[src/rtl/ps2_pkg.sv]
// Shared types and constants for the PS/2 receive path.
// Latency: n/a (package only).
// Backpressure: n/a. Build macro PS2_SCANCODE_DECODE_EN widens DATA_W to carry {brk,ext} tags.
package ps2_pkg;

    typedef enum logic [1:0] {
        IDLE  = 2'd0,
        SHIFT = 2'd1,
        CHECK = 2'd2
    } state_t;

    // start + 8 data + parity + stop
    localparam int FRAME_BITS = 11;

    localparam logic [7:0] PFX_EXT = 8'hE0;
    localparam logic [7:0] PFX_BRK = 8'hF0;

`ifdef PS2_SCANCODE_DECODE_EN
    localparam int DATA_W = 10;
`else
    localparam int DATA_W = 8;
`endif

endpackage

[src/rtl/ps2_sync_filter.sv]
// Two-flop synchroniser followed by a glitch filter for one PS/2 line.
// Latency: 2 cycles sync + FILTER_LEN cycles of stable input before dout follows.
// Backpressure: none; free-running on every clk.
// Ports: clk, reset_n (async, active-low), din (asynchronous line), dout (filtered, resets to 1).
module ps2_sync_filter #(
    parameter int FILTER_LEN = 8
) (
    input  logic clk,
    input  logic reset_n,
    input  logic din,
    output logic dout
);

    localparam int CW = $clog2(FILTER_LEN);

    logic [1:0]    sync_q, sync_d;
    logic          filt_q, filt_d;
    logic [CW-1:0] cnt_q,  cnt_d;

    // cnt_q counts consecutive samples that disagree with the filtered
    // value; the filtered value flips on the FILTER_LEN-th such sample.
    always_comb begin
        sync_d = {sync_q[0], din};
        filt_d = filt_q;
        cnt_d  = '0;
        if (sync_q[1] != filt_q) begin
            if (cnt_q == CW'(FILTER_LEN - 1)) begin
                filt_d = sync_q[1];
            end else begin
                cnt_d = cnt_q + 1'b1;
            end
        end
    end

    always_ff @(posedge clk or negedge reset_n) begin
        if (!reset_n) begin
            sync_q <= 2'b11;
            filt_q <= 1'b1;
            cnt_q  <= '0;
        end else begin
            sync_q <= sync_d;
            filt_q <= filt_d;
            cnt_q  <= cnt_d;
        end
    end

    assign dout = filt_q;

endmodule

[src/rtl/ps2_rx_fifo.sv]
// PS/2 device-to-host receiver: filter, deserialise, validate, buffer bytes in a FWFT FIFO.
// Latency: accepted byte visible on rd_valid/rd_data 2 cycles after the 11th detected ps2c fall (FIFO empty).
// Backpressure: rd_valid/rd_ready pop; when full a new byte is dropped with err_overflow (no PS/2 inhibit).
// Ports: clk, reset_n, ps2d/ps2c (async pins), rx_en; rd_data/rd_valid/rd_ready read side;
//        fifo_count, busy, err_parity/err_frame/err_timeout/err_overflow one-cycle pulses.
// Build macro PS2_SCANCODE_DECODE_EN: folds E0/F0 prefixes into {brk,ext} tags on the next byte.
module ps2_rx_fifo
    import ps2_pkg::*;
#(
    parameter int FILTER_LEN  = 8,
    parameter int TIMEOUT_CYC = 10000,
    parameter int DEPTH       = 16,
    parameter int CNT_W       = $clog2(DEPTH + 1)
) (
    input  logic              clk,
    input  logic              reset_n,
    input  logic              ps2d,
    input  logic              ps2c,
    input  logic              rx_en,
    output logic [DATA_W-1:0] rd_data,
    output logic              rd_valid,
    input  logic              rd_ready,
    output logic [CNT_W-1:0]  fifo_count,
    output logic              busy,
    output logic              err_parity,
    output logic              err_frame,
    output logic              err_timeout,
    output logic              err_overflow
);

    localparam int AW   = $clog2(DEPTH);
    localparam int WD_W = $clog2(TIMEOUT_CYC + 1);

    // ---------------- input conditioning ----------------
    logic ps2c_f, ps2d_f;
    logic ps2c_prev_q, ps2c_prev_d;
    logic fall;

    ps2_sync_filter #(.FILTER_LEN(FILTER_LEN)) u_filt_c (
        .clk     (clk),
        .reset_n (reset_n),
        .din     (ps2c),
        .dout    (ps2c_f)
    );

    ps2_sync_filter #(.FILTER_LEN(FILTER_LEN)) u_filt_d (
        .clk     (clk),
        .reset_n (reset_n),
        .din     (ps2d),
        .dout    (ps2d_f)
    );

    assign ps2c_prev_d = ps2c_f;
    assign fall        = ps2c_prev_q & ~ps2c_f;

    // ---------------- frame FSM ----------------
    state_t                  state_q, state_d;
    logic [3:0]              bit_idx_q, bit_idx_d;
    logic [FRAME_BITS-1:0]   frame_q, frame_d;
    logic [WD_W-1:0]         wdog_q, wdog_d;
    logic                    err_par_q, err_par_d;
    logic                    err_frm_q, err_frm_d;
    logic                    err_to_q, err_to_d;
    logic                    accept;
    logic                    abort;

    always_comb begin
        state_d   = state_q;
        bit_idx_d = bit_idx_q;
        frame_d   = frame_q;
        wdog_d    = wdog_q;
        err_par_d = 1'b0;
        err_frm_d = 1'b0;
        err_to_d  = 1'b0;
        accept    = 1'b0;
        abort     = 1'b0;

        unique case (state_q)
            IDLE: begin
                wdog_d = '0;
                if (fall && rx_en) begin
                    if (!ps2d_f) begin
                        state_d    = SHIFT;
                        bit_idx_d  = 4'd1;
                        frame_d[0] = 1'b0;
                    end else begin
                        err_frm_d = 1'b1;
                    end
                end
            end
            SHIFT: begin
                if (!rx_en) begin
                    state_d = IDLE;
                    abort   = 1'b1;
                end else if (fall) begin
                    frame_d[bit_idx_q] = ps2d_f;
                    bit_idx_d          = bit_idx_q + 4'd1;
                    wdog_d             = '0;
                    if (bit_idx_q == 4'(FRAME_BITS - 1)) begin
                        state_d = CHECK;
                    end
                end else if (wdog_q == WD_W'(TIMEOUT_CYC - 1)) begin
                    err_to_d = 1'b1;
                    state_d  = IDLE;
                    abort    = 1'b1;
                end else begin
                    wdog_d = wdog_q + 1'b1;
                end
            end
            CHECK: begin
                state_d = IDLE;
                wdog_d  = '0;
                if (!rx_en) begin
                    abort = 1'b1;
                end else if (frame_q[0] || !frame_q[FRAME_BITS-1]) begin
                    err_frm_d = 1'b1;
                end else if (^frame_q[9:1] == 1'b0) begin
                    // odd parity over data+parity must be 1
                    err_par_d = 1'b1;
                end else begin
                    accept = 1'b1;
                end
            end
            default: begin
                state_d = IDLE;
            end
        endcase
    end

    // ---------------- byte formatting ----------------
    logic              push_req;
    logic [DATA_W-1:0] push_dat;

`ifdef PS2_SCANCODE_DECODE_EN
    logic ext_pend_q, ext_pend_d;
    logic brk_pend_q, brk_pend_d;

    always_comb begin
        push_req   = 1'b0;
        push_dat   = {brk_pend_q, ext_pend_q, frame_q[8:1]};
        ext_pend_d = ext_pend_q;
        brk_pend_d = brk_pend_q;
        if (abort) begin
            ext_pend_d = 1'b0;
            brk_pend_d = 1'b0;
        end else if (accept) begin
            if (frame_q[8:1] == PFX_EXT) begin
                ext_pend_d = 1'b1;
            end else if (frame_q[8:1] == PFX_BRK) begin
                brk_pend_d = 1'b1;
            end else begin
                // flags are consumed even if the FIFO ends up dropping the byte
                push_req   = 1'b1;
                ext_pend_d = 1'b0;
                brk_pend_d = 1'b0;
            end
        end
    end

    always_ff @(posedge clk or negedge reset_n) begin
        if (!reset_n) begin
            ext_pend_q <= 1'b0;
            brk_pend_q <= 1'b0;
        end else begin
            ext_pend_q <= ext_pend_d;
            brk_pend_q <= brk_pend_d;
        end
    end
`else
    always_comb begin
        push_req = accept;
        push_dat = frame_q[8:1];
    end
`endif

    // ---------------- FWFT FIFO ----------------
    logic [DATA_W-1:0] mem_q [DEPTH];
    logic [AW-1:0]     wr_ptr_q, wr_ptr_d;
    logic [AW-1:0]     rd_ptr_q, rd_ptr_d;
    logic [CNT_W-1:0]  count_q,  count_d;
    logic              err_ovf_q, err_ovf_d;
    logic              full, pop, push;

    always_comb begin
        full      = (count_q == CNT_W'(DEPTH));
        pop       = rd_valid & rd_ready;
        // a same-cycle pop frees the slot, so a full FIFO still takes the byte
        push      = push_req & (~full | pop);
        err_ovf_d = push_req & full & ~pop;
        wr_ptr_d  = push ? wr_ptr_q + 1'b1 : wr_ptr_q;
        rd_ptr_d  = pop  ? rd_ptr_q + 1'b1 : rd_ptr_q;
        count_d   = count_q;
        if (push && !pop) begin
            count_d = count_q + 1'b1;
        end else if (!push && pop) begin
            count_d = count_q - 1'b1;
        end
    end

    always_ff @(posedge clk) begin
        if (push) begin
            mem_q[wr_ptr_q] <= push_dat;
        end
    end

    // ---------------- state registers ----------------
    always_ff @(posedge clk or negedge reset_n) begin
        if (!reset_n) begin
            ps2c_prev_q <= 1'b1;
            state_q     <= IDLE;
            bit_idx_q   <= '0;
            frame_q     <= '0;
            wdog_q      <= '0;
            err_par_q   <= 1'b0;
            err_frm_q   <= 1'b0;
            err_to_q    <= 1'b0;
            err_ovf_q   <= 1'b0;
            wr_ptr_q    <= '0;
            rd_ptr_q    <= '0;
            count_q     <= '0;
        end else begin
            ps2c_prev_q <= ps2c_prev_d;
            state_q     <= state_d;
            bit_idx_q   <= bit_idx_d;
            frame_q     <= frame_d;
            wdog_q      <= wdog_d;
            err_par_q   <= err_par_d;
            err_frm_q   <= err_frm_d;
            err_to_q    <= err_to_d;
            err_ovf_q   <= err_ovf_d;
            wr_ptr_q    <= wr_ptr_d;
            rd_ptr_q    <= rd_ptr_d;
            count_q     <= count_d;
        end
    end

    // ---------------- outputs ----------------
    assign rd_valid     = (count_q != '0);
    // gate so rd_data reads 0 after reset rather than stale RAM contents
    assign rd_data      = rd_valid ? mem_q[rd_ptr_q] : '0;
    assign fifo_count   = count_q;
    assign busy         = (state_q != IDLE);
    assign err_parity   = err_par_q;
    assign err_frame    = err_frm_q;
    assign err_timeout  = err_to_q;
    assign err_overflow = err_ovf_q;

endmodule

[config.mk]
export PLATFORM = sky130hd
export DESIGN_NAME = ps2_rx_fifo
export DESIGN_NICKNAME = d
export VERILOG_FILES = /design/src/rtl/ps2_pkg.sv /design/src/rtl/ps2_sync_filter.sv /design/src/rtl/ps2_rx_fifo.sv
export SDC_FILE = /design/constraint.sdc
export NUM_CORES = 1
export LEC_CHECK = 0
export BUFFER_PORTS_ARGS = -buffer_cell sky130_fd_sc_hd__buf_2
export CAP_MARGIN = 20
export CORE_ASPECT_RATIO = 0.5
export CORE_MARGIN = 3
export CORE_UTILIZATION = 45
export CTS_CLUSTER_SIZE = 20
export DETAILED_ROUTE_END_ITERATION = 16
export GPL_TIMING_DRIVEN = 0
export SLEW_MARGIN = 25
export SYNTH_ARGS = -nofsm -noshare
export SYNTH_HDL_FRONTEND = slang
export SYNTH_SLANG_ARGS = --single-unit
[constraint.sdc]
create_clock -name clk -period 4 [get_ports clk]
set_input_delay 0.8 -clock clk [delete_from_list [all_inputs] [get_ports clk]]
set_output_delay 0.8 -clock clk [all_outputs]
set_load 0.01 [all_outputs]
---- After elaboration in Yosys (flattened, before gate mapping) ----
Memories as Yosys holds them, arrays and structs flattened.
Cells that the tools add are included.
word-level totals
  bits in registers ....................... 61
  memory bits (writable) .................. 128
  word-level logic and storage cells ...... 127
  memories ................................ 1
cells by class
  add/subtract/negate cells ............... 8
  $lt $le $gt $ge ......................... 2
  eq/ne operators ......................... 16
  mux-type cells .......................... 50
  bitwise operators ....................... 9
  reduce and logical (&&, ||, !) cells .... 22
memories
  memory  depth  width  read ports  clocked after memory_dff  wr ports  RTL line            source
  mem_q   16     8      1           0                         1         ps2_rx_fifo.sv:177  logic [DATA_W-1:0] mem_q [DEPTH];
operator list
  operator               count
  $mux 14                3
  $pmux 14 s2            1
  $mux 1                 23
  $mux 4                 4
  $add 14x1->14 const B  1
  $eq 14x14->1 const B   1
  $add 4x1->4 const B    3
  $mux 2                 6
  $mux 3                 4
  $bwmux 11              1
  $mux 5                 2
  $reduce_xor 9->1       1
  $mux 8                 1
  $ne 2x2->1 const B     4
  $ne 4x4->1 const B     2
  $pmux 4 s2             1
  $reduce_bool 2->1      4
  $add 3x1->3 const B    2
  $eq 3x3->1 const B     2
  $reduce_and 3->1       2
  $add 5x1->5 const B    1
  $and 1x1->1            5
  $eq 5x5->1 const B     1
  $lt 4x5->1 const B     1
  other kinds (21)       31

---- Depth between registers and ports, before layout ----
Gate-level depths: netlist of run 1.
  depth in word-level cells ............... 10
  depth in mapped cells ................... 13
  gate-level depth less buffers ........... 12

---- Modules after synthesis ----
From an unflattened synthesis of run 1, not the netlist that was laid out.
unflattened totals
  cells, all modules ...................... 496
  area, all modules ....................... 8,111.5 sq um
by module, submodules not included
  module           times used  cells each  area each (sq um)  sequential area each (sq um)
  ps2_rx_fifo      1           470         7,663.6            5,071.1
  ps2_sync_filter  2           13          224.0              153.9

---- Worst setup path before layout of run 1 ----
Ideal clock, no wire load.
  path type ............................... reg-to-reg
  start ................................... register count_q[1] (netlist: fifo_count[1])
  end ..................................... register count_q[4] (netlist: fifo_count[4])
  setup time .............................. 0.079 ns
  arrival time ............................ 3.080 ns
  slack ................................... 0.841 ns
  cell stages (with the launch flop) ...... 14
  path buffers ............................ 1
  cells stage by stage .................... dfrtp_1 > or4_4 > or2_1 > buf_2 > and2_1 > inv_2 > ha_1 > inv_1 > ha_1 > nor2b_1 > o21a_1 > or3_1 > a21oi_1 > xor2_1
between the ends
  word-level cells in the longest chain between the ends .. 7
  elaborated cells between the ends (all ways) .. 15
  classes of those cells .................. add/sub (2); eq/ne (1); mux (2); bitwise (4); reduce/logical (6)
RTL lines
  element                      RTL line            source
  start, declared              ps2_rx_fifo.sv:180  logic [CNT_W-1:0] count_q, count_d;
  start signal, assigned       ps2_rx_fifo.sv:233  count_q <= count_d;
  $reduce_bool 5->1 (*)        ps2_rx_fifo.sv:238  assign rd_valid = (count_q != '0);
  named net rd_valid           ps2_rx_fifo.sv:21   output logic rd_valid,
  $and 1x1->1 (*)              ps2_rx_fifo.sv:186  pop = rd_valid & rd_ready;
  $or 1x1->1                   ps2_rx_fifo.sv:188  push = push_req & (~full | pop);
  $and 1x1->1                  ps2_rx_fifo.sv:188
  $logic_not 1->1              ps2_rx_fifo.sv:195  end else if (!push && pop) begin
  $logic_and 1x1->1            ps2_rx_fifo.sv:195
  $reduce_bool 2->1 (no line)  -
The timed path passes the listed nets; every way through them passes the cells marked *. The select of a mux whose other input is x is not followed.
A chain may end at the register's enable or synchronous reset.

---- Worst setup path in the final report of run 1 ----
  start ................................... register rd_ptr_q[1]
  end ..................................... output rd_data[4]
between the ends
  word-level cells in the longest chain between the ends .. 2
RTL lines
  element                 RTL line            source
  start, declared         ps2_rx_fifo.sv:179  logic [AW-1:0] rd_ptr_q, rd_ptr_d;
  start signal, assigned  ps2_rx_fifo.sv:232  rd_ptr_q <= rd_ptr_d;
  $mem_v2 16x8            -
  $mux 8                  ps2_rx_fifo.sv:240  assign rd_data = rd_valid ? mem_q[rd_ptr_q] : '0;
  end, declared           ps2_rx_fifo.sv:20   output logic [DATA_W-1:0] rd_data,
No other way between the ends.

==> results of run 1 <==
[metal layers]
layer  vias up  track usage (%)  wire (um)
met4         0             3.56         92
met2        81             25.8       6950
met3         9             4.41        856
met1      2167             24.8       7610
li1       1992                -          -
met5         -                0          0
[metrics by stage]
step	instance area [sq um]	worst slack [ps]	hold slack, ps	instances
detailed placement	8580	350	347	755
global route	9190	34.2	257	787
CTS	9190	128	262	787
floorplan	8100	841	345	499
global placement	8510	307	346	750
finish	9190	170	264	787
[flip-flops by register name (all words and copies together) (netlist names)]
signal and count:
bit_idx_q 4, u_filt_c.sync_q 2, mem_q 128, u_filt_d.dout 1
err_timeout 1, ps2c_prev_q 1, err_frame 1, u_filt_d.cnt_q 3
err_parity 1, u_filt_c.dout 1, fifo_count 5, state_q 2
wdog_q 14, wr_ptr_q 4, err_overflow 1, frame_q 11
u_filt_c.cnt_q 3, u_filt_d.sync_q 2, rd_ptr_q 4
[cell usage in the layout (no fill, tap or decap), types with 6 or more instances in the layout]
cell type / count
edfxtp_1: 128
dfrtp_1: 54
mux4_2: 40
nand2_1: 37
buf_2: 26
o21ai_0: 25
and2_1: 22
ha_1: 19
clkbuf_16: 17
nor2_1: 16
inv_1: 15
nand3_1: 13
mux2_2: 12
xnor2_1: 12
clkbuf_1: 8
dfstp_2: 7
xor2_1: 6
buf_4: 6
clkinv_8: 6
[Yosys cell counts (all sizes together) (2+ instances only)]
cell	n
edfxtp	128
a21oi	5
nor3b	5
inv	16
nor2	16
o31ai	5
or3	2
o21ai	25
nor4	2
and3	5
nor2b	5
buf	11
nand2	37
dfrtp	54
o2111ai	2
nand2b	5
or2	2
mux2	12
and2	22
xnor3	2
clkbuf	8
nor4b	2
mux4	40
dfstp	7
mux2i	3
ha	19
nand3	13
nand4	5
nor3	9
xnor2	12
xor2	6
[worst paths after layout]
| check | end | slack, ps | cells past startpoint |
|---|---|---|---|
| worst max-delay path | rd_data[4] | 170 | 6 |
| worst max register to register | fifo_count[4] | 390 | 11 |
| worst min register to register | u_filt_d.sync_q[1] | 360 | 0 |
| min in group clk | u_filt_d.sync_q[1] | 360 | 0 |
| worst min-delay path | wdog_q[12] | 260 | 1 |
| max in group asynchronous | u_filt_d.sync_q[0] | 3170 | 2 |
[final cells by class]
| type | count | share of cell area (%) |
|---|---|---|
| sequential | 189 | 58.5 |
| clock buffer | 17 | 4.63 |
| timing repair buffer | 29 | 1.88 |
| tap | 227 | 3.09 |
| inverter | 16 | 0.653 |
| buffer | 19 | 1.10 |
| multi-input combinational | 275 | 28.1 |
| clock inverter | 15 | 2.04 |
[power by group]
part | internal [mW] | switching, mW
registers | 2.14 | 0.0466
logic | 0.119 | 0.179
clock network | 0.853 | 0.848
[cell families after synthesis]
group                      count (synthesis)
and+or+nand+nor                          136
xor gates and xnor gates                  21
muxes                                     55
AOI/OAI and AO/OA                         43
adders and majority gates                 20
DFF                                      189
buffers and inverters                     35
==> key figures, run 1 <==
CTS
  – Post-cts sizing count: 0
  – Hold_buf cts: 0
  – Clock Pin Slew Worst Setup and Hold Paths: 70 ps
  – Root buf cell: clkbuf_16
  – CTS Buffer Depth: 2
  – Total CTS buffers: 17
  – CTS tree: done
  – Postcts setup bufs: 0
  – CTS Sinks: 189
  – Clock Latency Late Sink: 440 ps
  – H-Tree Depth: 4

STA
  – Setup tns final: 0 ps
  – Fmax: 261 MHz
  – Slew headroom: 37.0%
  – Finish-stage setup viols: 0
  – RSZ-0062 raised after global routing: false
  – Period utilization: 95.7%
  – Final hold violation count: 0
  – Minimum clock period: 3830 ps
  – Clock Skews: 19.0 ps
  – Worst slew pin tran: 946 ps
  – Final slew viol count: 0

Synthesis
  – Post-Syn Area: 8100 sq um
  – Largest family of logic cells by synthesized area: multiplexers
  – Seq cells post-synth: 189
  – Post-synth EDFFs: 128
  – Distinct cells, synth: 54
  – Top cell type's share of synthesized area: 47.4%
  – Simple-gate portion of the synthesized area: 9.00%
  – Cell taking the most area after synthesis: edfxtp_1
  – Ys async rst share: 32.3%
  – Adder-Cell Fraction of Synth Area: 3.18%
  – Mapped Cells: 499
  – Syn_nets: 525
  – Synth Area in XOR/XNOR: 2.81%
  – Sequential fraction of the synthesis area: 66.4%
  – Top FF cell, synth: edfxtp_1
  – Mean post-synth cell area: 16.2 sq um
  – Synth area leaders: edfxtp_1 47%, dfrtp_1 17%, mux4_2 11%
  – Synth Area in Compound Gates: 3.31%
  – Mux contribution to synthesized area: 13.3%
  – Yosys warns: 0

Worst setup path
  – CP Launch Type: flop
  – CP arrival: 3030 ps
  – Slowest stage delay, CP: 580 ps
  – CP max-delay cell: buf_1
  – Crit-path most repeated cell: mux4_2
  – Critical Path End Type: output port
  – Worst path cell trace: clkbuf_1 > buf_1 > mux4_2 > mux4_2 > and2_1 > buf_2
  – Worst flop-to-flop path startpoint: frame_q[3]
  – Crit path max fanout: 10
  – Delay-heaviest family, CP: buffers and inverters
  – Crit. Startpoint: rd_ptr_q[1]
  – Crit path buf inv count: 3
  – Crit path kind: reg2out
  – Critical path required time: 3200 ps

Place
  – Final Wtd Congestion: 0.824
  – Dpl hpwl: 10.4 mm
  – Number of port buffers: 24

Drt
  – Iter 0 DRT Violations: 229
  – Via density: 5.40
  – Final wirelength: 15.5 mm
  – DRT antenna net count: 0
  – Drt wl/cell: 19.7 um
  – DRT Pass-1 Iters: 4
  – DR vias: 4249
  – DRC: 0

Power and ir drop
  – Peak VDD IR: 0.283 mV
  – Lkg Pwr: 3.48 nW
  – Power per standard cell area: 455 nW/um^2
  – Pwr Total: 4.19 mW

Floorplan
  – Die Y: 101 um
  – Die Wd: 196 um
  – Die ar.: 19700 sq um
  – Core area: 17000 sq um
  – # rows: 33
  – Starting density of the core: 47.6%
  – IO Pins: 25

Cells and area
  – N_diodes: 0
  – Layout cells sized above 1: 25.2%
  – Area of the multi-input gates: 2580 sq um
  – Core Util, Final: 54.0%
  – Layout net count: 573
  – Fill count: 1398
  – Layout area overhead: 13.5%
  – FF/Latch Area: 5380 sq um

GRT
  – First-pass GRT wire length: 25.1 mm
  – GRT Resource Usage Total: 16.9%
  – Vias in the first global route: 4427
  – Grt total ovfl: 0
  – Antenna violations before repair: 0
  – Largest net degree at the start of global routing: 40

Run status
  – Status: finished, final reports clean

Job
  – MaxCap Viol Count: 0

Min path
  – HP Class: in2async
Power figures use the tool's default switching activity.
==> inputs of run 2 (changes only) <==
--- a/config.mk
+++ b/config.mk
@@ -9,10 +9,11 @@
 export CAP_MARGIN = 20
 export CORE_ASPECT_RATIO = 0.5
 export CORE_MARGIN = 3
-export CORE_UTILIZATION = 45
+export CORE_UTILIZATION = 28
 export CTS_CLUSTER_SIZE = 20
 export DETAILED_ROUTE_END_ITERATION = 16
 export GPL_TIMING_DRIVEN = 0
+export MAX_ROUTING_LAYER = met4
 export SLEW_MARGIN = 25
 export SYNTH_ARGS = -nofsm -noshare
 export SYNTH_HDL_FRONTEND = slang
==> run 2 against run 1 <==
Critical path depth unchanged. Flip-flop and latch count unchanged. Die area increased by 58%. Power increased by 2.6%. First-iteration DRC count increased by 35%. Register-to-register slack improved by 30 ps. Highest routed layer unchanged. Utilization decreased by 21 points. Non-clock buffer count decreased by 4. Combinational power increased by 2%.
==> key figures, run 2 (synthesized netlist as in run 1, its figures left out) <==
Power and ir drop
  – Power Internal: 3.29 mW
  – Clk pwr share: 42.0%
  – Gate power share: 7.1%
  – Lkg Pwr: 3.48 nW
  – Peak VDD IR: 0.235 mV
  – Sw frac: 23.5%
  – Pwr Total: 4.30 mW
  – P_sw: 1.01 mW
  – Power per standard cell area: 457 nW/um^2
  – Flop pwr share: 50.9%

STA
  – Clock Skews: 12.9 ps
  – Finish-stage setup viols: 0
  – Final hold violation count: 0
  – Setup tns final: 0 ps
  – Worst slew pin tran: 894 ps
  – Slew headroom: 40.1%
  – Final slew viol count: 0
  – RSZ-0062 raised after global routing: false
  – Fmax: 264 MHz
  – WHS: 206 ps
  – Minimum clock period: 3790 ps
  – Setup slack after layout: 214 ps
  – Period utilization: 94.6%

Drt
  – Iter 0 DRT Violations: 310
  – DRT Pass-1 Iters: 5
  – Drt wl/cell: 16.9 um
  – Final wirelength: 15.9 mm
  – DRT antenna net count: 0
  – DRC: 0
  – Via density: 4.54
  – DR vias: 4265

CTS
  – Clock Pin Slew Worst Setup and Hold Paths: 80 ps
  – Hold_buf cts: 0
  – Root buf cell: clkbuf_16
  – H-Tree Depth: 4
  – CTS Sinks: 189
  – Postcts setup bufs: 0
  – Total CTS buffers: 17
  – CTS Buffer Depth: 2
  – Post-cts sizing count: 0
  – CTS tree: done
  – Clock Latency Late Sink: 440 ps

Cells and area
  – Max reg flops: 128
  – Design area: 9390 sq um
  – Layout area overhead: 15.9%
  – Biggest register: mem_q
  – Core Util, Final: 33.4%
  – Fin cells: 939
  – Layout cells sized above 1: 25.0%
  – Layout net count: 569
  – Commonest non-fill, non-tap cell in the layout: edfxtp_1
  – Fill count: 2700
  – Top flop regs: mem_q (128), wdog_q (14), frame_q (11)
  – Commonest cells after routing, fill and taps aside: 128 x edfxtp_1, 54 x dfrtp_1, 40 x mux4_2

GRT
  – Vias in the first global route: 4362
  – Routing usage on met2: 16.9%
  – Most used routing layer: met2
  – First-pass GRT wire length: 25.2 mm
  – Largest net degree at the start of global routing: 51
  – GRT Resource Usage Total: 11.2%
  – Met1 usage in global routing: 14.9%
  – Antenna violations before repair: 1
  – Met3 Use GR: 2.85%
  – Grt total ovfl: 0

Floorplan
  – Die Wd: 247 um
  – Core area: 28100 sq um
  – IO Pins: 25
  – # rows: 43
  – Die ar.: 31100 sq um
  – Starting density of the core: 28.8%
  – Die Y: 126 um

Run status
  – Status: finished, final reports clean

Worst setup path
  – Worst R2R Path Depth: 11
  – CP Launch Type: flop
  – Crit path kind: reg2out
  – Crit path max fanout: 10
  – R2r setup slk: 420 ps
  – Critical Path End Type: output port
  – Critical path required time: 3200 ps
  – FF-to-FF End: fifo_count[4]
  – CP arrival: 2990 ps
  – Worst flop-to-flop path startpoint: frame_q[3]
  – Setup crit end: rd_data[2]
  – Crit. Startpoint: rd_ptr_q[1]

Place
  – Number of port buffers: 24
  – Dpl cells: 906
  – Dpl hpwl: 10.7 mm
  – Pre-CTS WS: 421 ps
  – Placed Instance Area: 8750 sq um
  – Final Wtd Congestion: 0.784

Job
  – MaxCap Viol Count: 0

Min path
  – HP Class: in2async
## run 2: cell type report
cell class / count / area [sq um] / area share [%]
Antenna cell: 1 / 2.50 / 0.0266
Buffer: 19 / 104 / 1.11
Clock buffer: 18 / 439 / 4.68
Clock inverter: 14 / 198 / 2.10
Inverter: 16 / 60.1 / 0.639
Multi-Input combinational cell: 275 / 2580 / 27.5
Sequential cell: 189 / 5380 / 57.3
Tap cell: 382 / 478 / 5.09
Timing Repair Buffer: 25 / 150 / 1.60
## run 2: power by group through the flow
stage | sequential [mW] | combinational [mW] | clock, mW
final | 2.19 | 0.305 | 1.80
after global routing | 2.20 | 0.350 | 1.93
after CTS | 2.19 | 0.312 | 1.84
after detailed placement | 2.23 | 0.311 | 0
after floorplan | 2.22 | 0.218 | 0
after global placement | 2.23 | 0.295 | 0
## run 2: routing by layer
layer | part of all wire [%] | up-vias | wire, um
met2 | 47 | 65 | 7480
met3 | 4.5 | 22 | 721
met4 | 1.5 | 0 | 236
met5 | 0 | - | 0
met1 | 47 | 2196 | 7420
li1 | - | 1982 | -
## run 2: how the worst min path moves through the flow
stage | start | endpoint | slack (ps) | cells after the start
after floorplan | u_filt_c.sync_q[0] | u_filt_c.sync_q[1] | 350 | 0
after global routing | reset_n | rd_ptr_q[2] | 190 | 1
after CTS | reset_n | rd_ptr_q[2] | 190 | 1
after global placement | u_filt_c.sync_q[0] | u_filt_c.sync_q[1] | 350 | 0
after detailed placement | u_filt_c.sync_q[0] | u_filt_c.sync_q[1] | 350 | 0
final | reset_n | rd_ptr_q[2] | 210 | 1
## run 2: worst max-delay path, cell delays in order (launching register included)
cell and delay, ps:
dfrtp_1 350, clkbuf_1 430, buf_1 550, mux4_2 430
mux4_2 480, and2_1 170, buf_2 130
